==> config.mk <==
export PLATFORM = sky130hd
export DESIGN_NAME = adc_frame_rx
export DESIGN_NICKNAME = d
export VERILOG_FILES = /design/src/rtl/adc_frame_rx.sv
export SDC_FILE = /design/constraint.sdc
export NUM_CORES = 1
export LEC_CHECK = 0
export CELL_PAD_IN_SITES_DETAIL_PLACEMENT = 0
export CELL_PAD_IN_SITES_GLOBAL_PLACEMENT = 1
export CORE_ASPECT_RATIO = 0.75
export CORE_MARGIN = 2
export CORE_UTILIZATION = 35
export DETAILED_ROUTE_END_ITERATION = 8
export GPL_TIMING_DRIVEN = 0
export MAX_ROUTING_LAYER = met4
export PLACE_DENSITY_LB_ADDON = 0.1
export SLEW_MARGIN = 10
export SYNTH_ARGS = -nofsm -noshare
export SYNTH_HDL_FRONTEND = slang
export SYNTH_SLANG_ARGS = --single-unit
==> constraint.sdc <==
create_clock -name clk -period 9.2 [get_ports clk]
set_clock_uncertainty 0.1 [all_clocks]
set_input_delay 2.3 -clock clk [delete_from_list [all_inputs] [get_ports clk]]
set_output_delay 2.3 -clock clk [all_outputs]
set_load 0.05 [all_outputs]
==> src/rtl/adc_frame_rx.sv <==
// adc_frame_rx: 8N1 UART deserialiser and 6-byte frame assembler with valid/ready result holding register
module adc_frame_rx #(
  parameter int OVERSAMPLE  = 8,
  parameter int FRAME_BYTES = 6,
  parameter int GAP_TIMEOUT = 160
) (
  input  logic        clk,
  input  logic        rst,
  input  logic        tick_en,
  input  logic        rx_pin,
  output logic        frame_valid,
  input  logic        frame_ready,
  output logic [14:0] runup_cnt,
  output logic        rundown_sign,
  output logic [14:0] runup_set,
  output logic [15:0] rundown_cnt,
  output logic [47:0] frame_raw,
  output logic        err_reserved,
  output logic        err_framing,
  output logic        err_timeout,
  output logic        err_overrun
);
  localparam int TW = $clog2(OVERSAMPLE);
  localparam int FW = FRAME_BYTES * 8;
  localparam int GW = $clog2(GAP_TIMEOUT + 1);
  localparam logic [2:0] S_IDLE  = 3'd0;
  localparam logic [2:0] S_START = 3'd1;
  localparam logic [2:0] S_DATA  = 3'd2;
  localparam logic [2:0] S_STOP  = 3'd3;
  localparam logic [2:0] S_BREAK = 3'd4;

  logic          rx_meta_q, rx_sync_q;
  logic [2:0]    state_q, state_d;
  logic [TW-1:0] tick_cnt_q, tick_cnt_d;
  logic [2:0]    bit_cnt_q, bit_cnt_d;
  logic [7:0]    shift_q, shift_d;
  logic [2:0]    byte_idx_q, byte_idx_d;
  logic [GW-1:0] gap_q, gap_d;
  logic [FW-9:0] frame_sh_q, frame_sh_d;
  logic [FW-1:0] hold_q, hold_d, new_frame;
  logic          valid_q, valid_d;
  logic          framing_q, timeout_q, overrun_q;
  logic          half_hit, full_hit, byte_done, framing, timeout, frame_done, load;

  assign half_hit = tick_en && tick_cnt_q == TW'(OVERSAMPLE / 2 - 1);
  assign full_hit = tick_en && tick_cnt_q == TW'(OVERSAMPLE - 1);

  always_comb begin
    state_d    = state_q;
    tick_cnt_d = tick_en ? tick_cnt_q + 1'b1 : tick_cnt_q;
    bit_cnt_d  = bit_cnt_q;
    shift_d    = shift_q;
    byte_done  = 1'b0;
    framing    = 1'b0;
    case (state_q)
      S_IDLE: if (tick_en && !rx_sync_q) begin
        state_d    = S_START;
        tick_cnt_d = '0;
      end
      S_START: if (half_hit) begin
        state_d    = rx_sync_q ? S_IDLE : S_DATA;
        tick_cnt_d = '0;
        bit_cnt_d  = '0;
      end
      S_DATA: if (full_hit) begin
        shift_d   = {rx_sync_q, shift_q[7:1]};
        bit_cnt_d = bit_cnt_q + 3'd1;
        state_d   = bit_cnt_q == 3'd7 ? S_STOP : S_DATA;
      end
      S_STOP: if (full_hit) begin
        byte_done = rx_sync_q;
        framing   = !rx_sync_q;
        state_d   = rx_sync_q ? S_IDLE : S_BREAK;
      end
      S_BREAK: if (tick_en && rx_sync_q) state_d = S_IDLE;
      default: state_d = S_IDLE;
    endcase
  end

  // A byte landing on the timeout clock keeps the partial frame alive
  assign timeout    = tick_en && byte_idx_q != 3'd0 && gap_q == GW'(GAP_TIMEOUT - 1) && !byte_done;
  assign frame_done = byte_done && byte_idx_q == 3'(FRAME_BYTES - 1);
  assign new_frame  = {frame_sh_q, shift_q};
  assign load       = frame_done && (!valid_q || frame_ready);

  always_comb begin
    byte_idx_d = (framing || timeout || frame_done) ? 3'd0 : byte_done ? byte_idx_q + 3'd1 : byte_idx_q;
    gap_d      = (byte_done || framing || timeout || byte_idx_q == 3'd0) ? '0 :
                 (tick_en && gap_q != GW'(GAP_TIMEOUT)) ? gap_q + 1'b1 : gap_q;
    frame_sh_d = byte_done ? {frame_sh_q[FW-17:0], shift_q} : frame_sh_q;
    hold_d     = load ? new_frame : hold_q;
    valid_d    = load || (valid_q && !frame_ready);
  end

  always_ff @(posedge clk or posedge rst) begin
    if (rst) begin
      rx_meta_q  <= 1'b1;
      rx_sync_q  <= 1'b1;
      state_q    <= S_IDLE;
      tick_cnt_q <= '0;
      bit_cnt_q  <= '0;
      shift_q    <= '0;
      byte_idx_q <= '0;
      gap_q      <= '0;
      frame_sh_q <= '0;
      hold_q     <= '0;
      valid_q    <= 1'b0;
      framing_q  <= 1'b0;
      timeout_q  <= 1'b0;
      overrun_q  <= 1'b0;
    end else begin
      rx_meta_q  <= rx_pin;
      rx_sync_q  <= rx_meta_q;
      state_q    <= state_d;
      tick_cnt_q <= tick_cnt_d;
      bit_cnt_q  <= bit_cnt_d;
      shift_q    <= shift_d;
      byte_idx_q <= byte_idx_d;
      gap_q      <= gap_d;
      frame_sh_q <= frame_sh_d;
      hold_q     <= hold_d;
      valid_q    <= valid_d;
      framing_q  <= framing;
      timeout_q  <= timeout;
      overrun_q  <= frame_done && valid_q && !frame_ready;
    end
  end

  assign frame_valid  = valid_q;
  assign frame_raw    = hold_q;
  assign runup_cnt    = hold_q[46:32];
  assign rundown_sign = hold_q[31];
  assign runup_set    = hold_q[30:16];
  assign rundown_cnt  = hold_q[15:0];
  assign err_reserved = hold_q[47];
  assign err_framing  = framing_q;
  assign err_timeout  = timeout_q;
  assign err_overrun  = overrun_q;
endmodule

Yosys cells after proc, flatten, opt, wreduce, memory -nomap -nowiden:

Index checks and enable logic that the tools add are counted.

* register bits: 122
* bits in latches: 0
* bits in writable memories: 0
* memory bits (read-only): 0
* bits of input ports: 5
* output and inout bits: 100
* word-level logic and storage cells: 90
* memories: 0

* add/subtract/negate cells: 4
* multiply operators: 0
* div/mod/pow operators: 0
* order comparisons: 0
* equal/unequal tests: 15
* shift operators: 0
* multiplexer cells: 24
* bitwise operators: 0
* reductions and logical operators: 33

Operator list (count)
* 3-bit two-way mux: 13
* 8-bit two-way mux: 2
* 3-bit case mux with 5 select lines: 1
* 1-bit logical AND: 13
* 3-bit equality test (second input constant): 4
* 3-bit case mux with 2 select lines: 2
* 2-bit inequality test (second input constant): 5
* 3-bit by 1-bit adder with 3-bit output (second input constant): 3
* 3-bit by 2-bit equality test with 1-bit output (second input constant): 3
* 8-bit by 1-bit adder with 8-bit output (second input constant): 1
* 8-bit equality test (second input constant): 1
* 8-bit inequality test (second input constant): 1
* 1-bit logical OR: 7
* 3-bit zero test: 2
* 2-bit nonzero test: 3
* 1-bit two-way mux: 5
* 5-bit AND reduction: 1
* 1-bit zero test: 4
* 3-bit by 1-bit equality test with 1-bit output (second input constant): 1
* 3-bit AND reduction: 1
* 3-bit nonzero test: 1
* 2-bit two-way mux: 1
* 2-bit AND reduction: 1

Depth between registers and ports, before layout:

* depth in word-level cells: 9
* depth in mapped cells: 9
* depth with buffers taken out: 6

Least setup slack after synthesis:

No wires, ideal clock.

* path type: input port to flip-flop
* start point: input tick_en
* end point: register hold_q[0], in the netlist frame_raw[0]
* library setup time: 0.125 ns
* arrival: 3.622 ns
* required time: 8.975 ns
* slack: 5.353 ns
* stages on the path: 8
* buffers on the path: 4
* path through: buf_2 > and4b_1 > buf_4 > nand4_4 > nor2b_4 > buf_6 > buf_12 > mux2_4

* cells in the longest elaborated chain, start to end: 5

RTL lines
* start, declared: RTL line 9 `input logic tick_en,`
* 1-bit logical AND: RTL line 46 `assign full_hit = tick_en && tick_cnt_q == TW'(OVERSAMPLE - 1);`
* 1-bit two-way mux: RTL line 70 `S_STOP: if (full_hit) begin`
* 1-bit two-way mux: RTL line 55 `case (state_q)`
* 1-bit logical AND: RTL line 82 `assign frame_done = byte_done && byte_idx_q == 3'(FRAME_BYTES - 1);`
* 1-bit logical AND: RTL line 84 `assign load = frame_done && (!valid_q || frame_ready);`
* end signal, assigned: RTL line 121 `hold_q <= hold_d;`
* end, declared: RTL line 40 `logic [FW-1:0] hold_q, hold_d, new_frame;`

Every way passes these cells.
A chain may end at the register's enable or synchronous reset.

Final worst setup path:

* start point: register hold_q[15], in the netlist frame_raw[15]
* end point: output rundown_cnt[15]

RTL lines
* end, declared: RTL line 16 `output logic [15:0] rundown_cnt,`

No word-level cell between the ends.

==> results.cfg <==
[sta]
fmax_mhz = 242.1
setup_viol = 0
worst_pin_slew_ns = 0.6383
rsz0062_at_grt = no
period_minus_slack_ns = 4.131
tns_ns = 0
finalHoldViolCount = 0
timing.max_slew.rel_slack = 0.5689
slew_violations = 0
period_share = 0.4490

[final_layout]
final_nets = 527
fin_util = 0.4883
syn2layout_area_growth_pct = 36.73
layout-drive-gt1-share = 0.3740
n_antenna_cell = 0

[worst_setup_path]
cp_data_arrival_time_ns = 1.73
crit_family = buffers and inverters
crit_buf_inv = 2
timing_worst_setup_path_type = reg -> out
cpPeakStageDelay_ns = 0.78
crit_chain = buf_4, clkdlybuf4s50_1
worstPathMaxFanout = 3
cp-end-kind = output port
critPathLaunchType = flip-flop
crit_slowest_cell = clkdlybuf4s50_1
cp_data_required_time_ns = 6.80

[grt]
grt_usage = 0.1364
grt_overflow_total = 0
grt_max_degree = 63
antenna_found_initial = 0
grt.busiest_layer = met2
grt.met1_usage = 0.1814
gr-usage-met2 = 0.2028
first_global_vias = 3255
grt_pass1_wl_mm = 16.99
gr-usage-met3 = 0.03770

[synthesis]
syn_avg_cell_area_um2 = 13.93
ys_types = 44
async_reset_ff_frac = 1.000
synth_edf_count = 0
synth_warnings = 0
synth_common_cells = dfrtp_1 (120), mux2_2 (77), buf_4 (52)
yosys.cell_count.top_type = dfrtp_1
synth_seq_cells = 122
synth_top_cell_by_area = dfrtp_1
syn_nets = 404
ys.flop_type = dfrtp_1
synth.area.top_cells = dfrtp_1 (55%), mux2_2 (16%), buf_4 (7.2%)
netlist_area_mm2 = 0.005420
ys_seq_area_frac = 0.5637
syn_inst = 389
synth_top_area_share = 0.5540

[pwr]
vdd_drop_max_mv = 0.1368
leakage_uw = 0.003573
power_density_mw_per_mm2 = 197.3

[die]
rows = 39
dieArea_mm2 = 0.01651
core_mm2 = 0.01518
fp.dieH_um = 111.8
ios = 105
initial_utilization = 0.3572
fp.dieW_um = 147.7

[placement]
hpwl_mm = 7.193
gp_congestion = 0.7557
portBuffers = 103

[detailed_routing]
avgRoutedWirePerCell_um = 14.20
drtAntennaViolNets = 0
drt_iter0_drc = 115
vias = 3250
routed_via_density = 4.458
post-route-drc-count = 0
finalWirelength_mm = 10.35
dr.pass1.iters = 4

[clock_tree]
cts_hold_buffers = 0
clkLatencyLatePin_ns = 0.41
ctsHtreeMaxLevel = 4
cts_sinks = 122
cts_tree = built
cts_buffer_depth = 2
clk_pin_slew_ns = 0.05
postCtsSetupBuffers = 0
numCtsBuffers = 17
postCtsResizedCells = 0
cts_root_buffer = clkbuf_16

[flow_run]
drv_cap = 0

[run_status]
status = completed

[worst_hold_path]
hold_path.class = reg -> reg
==> metal layers <==
metal	vias up	routed length [um]	part of all wire
li1	1547	-	-
met1	1621	5027	0.49
met2	73	4759	0.46
met3	9	452	0.044
met4	0	110	0.011
met5	-	0	0
==> cell families after synthesis <==
family	share of synthesized area
flip-flops	0.5637
multiplexers	0.2191
buffers and inverters	0.09741
AND/OR/NAND/NOR	0.05771
AO/OA/AOI/OAI	0.02447
adder cells (fa/ha/maj)	0.02308
XOR/XNOR	0.01454
==> area by class of cell <==
type | instances | area [um2]
sequential | 122 | 3055
buffer | 64 | 490.5
multi-input combinational | 193 | 1837
fill | 1311 | 7765
clock buffer | 17 | 425.4
clock inverter | 14 | 245.2
timing repair buffer | 104 | 1059
inverter | 10 | 42.54
tap | 205 | 256.5
==> worst register-to-register path, cell delays in order (launching register included) <==
cell and delay [ns]:
dfrtp_1 0.36, ha_1 0.19, ha_1 0.26, and4b_1 0.22, buf_4 0.16, nand4_4 0.15, nor2b_4 0.16, buf_6 0.20
buf_12 0.18, mux2_4 0.31
==> power by group <==
part	internal (uW)	total, uW	leakage, uW	switching, uW
Combinational	47.3	111	0.00158	64.1
Clock	509	753	0.000323	245
Sequential	566	597	0.00167	30.9
Total	1120	1460	0.00357	340
==> registers in the layout, indices dropped and copies added, names as in the netlist <==
signal	count
tick_cnt_q	3
state_q	3
gap_q	8
err_timeout	1
bit_cnt_q	3
rx_meta_q	1
frame_sh_q	40
err_overrun	1
err_framing	1
byte_idx_q	3
frame_valid	1
shift_q	8
rx_sync_q	1
frame_raw	48
==> path summary, 6_finish.rpt <==
| check | start | to | slack, ns | cells past startpoint |
|---|---|---|---|---|
| max in group asynchronous | rst | rx_sync_q$_DFF_PP1_ | 6.02 | 3 |
| hold / removal | rx_meta_q$_DFF_PP1_ | rx_sync_q$_DFF_PP1_ | 0.26 | 0 |
| min in group asynchronous | rst | frame_raw[40]$_DFFE_PP0P_ | 2.23 | 2 |
| setup / recovery | frame_raw[15]$_DFFE_PP0P_ | rundown_cnt[15] | 5.07 | 2 |
| hold reg to reg | rx_meta_q$_DFF_PP1_ | rx_sync_q$_DFF_PP1_ | 0.26 | 0 |
| setup reg to reg | tick_cnt_q[0]$_DFF_PP0_ | frame_raw[12]$_DFFE_PP0P_ | 6.79 | 9 |
==> stage by stage <==
step	setup slack (ns)	area [um2]	hold slack [ns]	instances	total power, uW
floorplan	3.561	5420	0.2452	389	688.1
global placement	1.754	6708	0.2463	697	710.8
detailed placement	5.097	6740	0.2481	698	719.7
CTS	5.050	7411	0.2560	729	1481
global route	5.017	7411	0.2579	729	1531
finish	5.069	7411	0.2552	729	1462
==> cells in the final DEF, fill, tap and decap left out, drive strengths merged, types with 2 or more instances in the layout <==
cell type and n:
a22o 3, nand3b 3, mux2i 2, a211oi 2
clkinv 6, clkdlybuf4s50 103, xnor2 6, clkbuf 18
mux2 97, buf 64, nand4 5, dfrtp 120
a21oi 6, dfstp 2, ha 10, nor2 17
inv 11, nor3 3, bufinv 6, nor2b 2
o21ai 3, nand2 8, nand3 3, xor2 3
and2 5, or3 2
No activity file was read; power rests on OpenSTA's default activity.
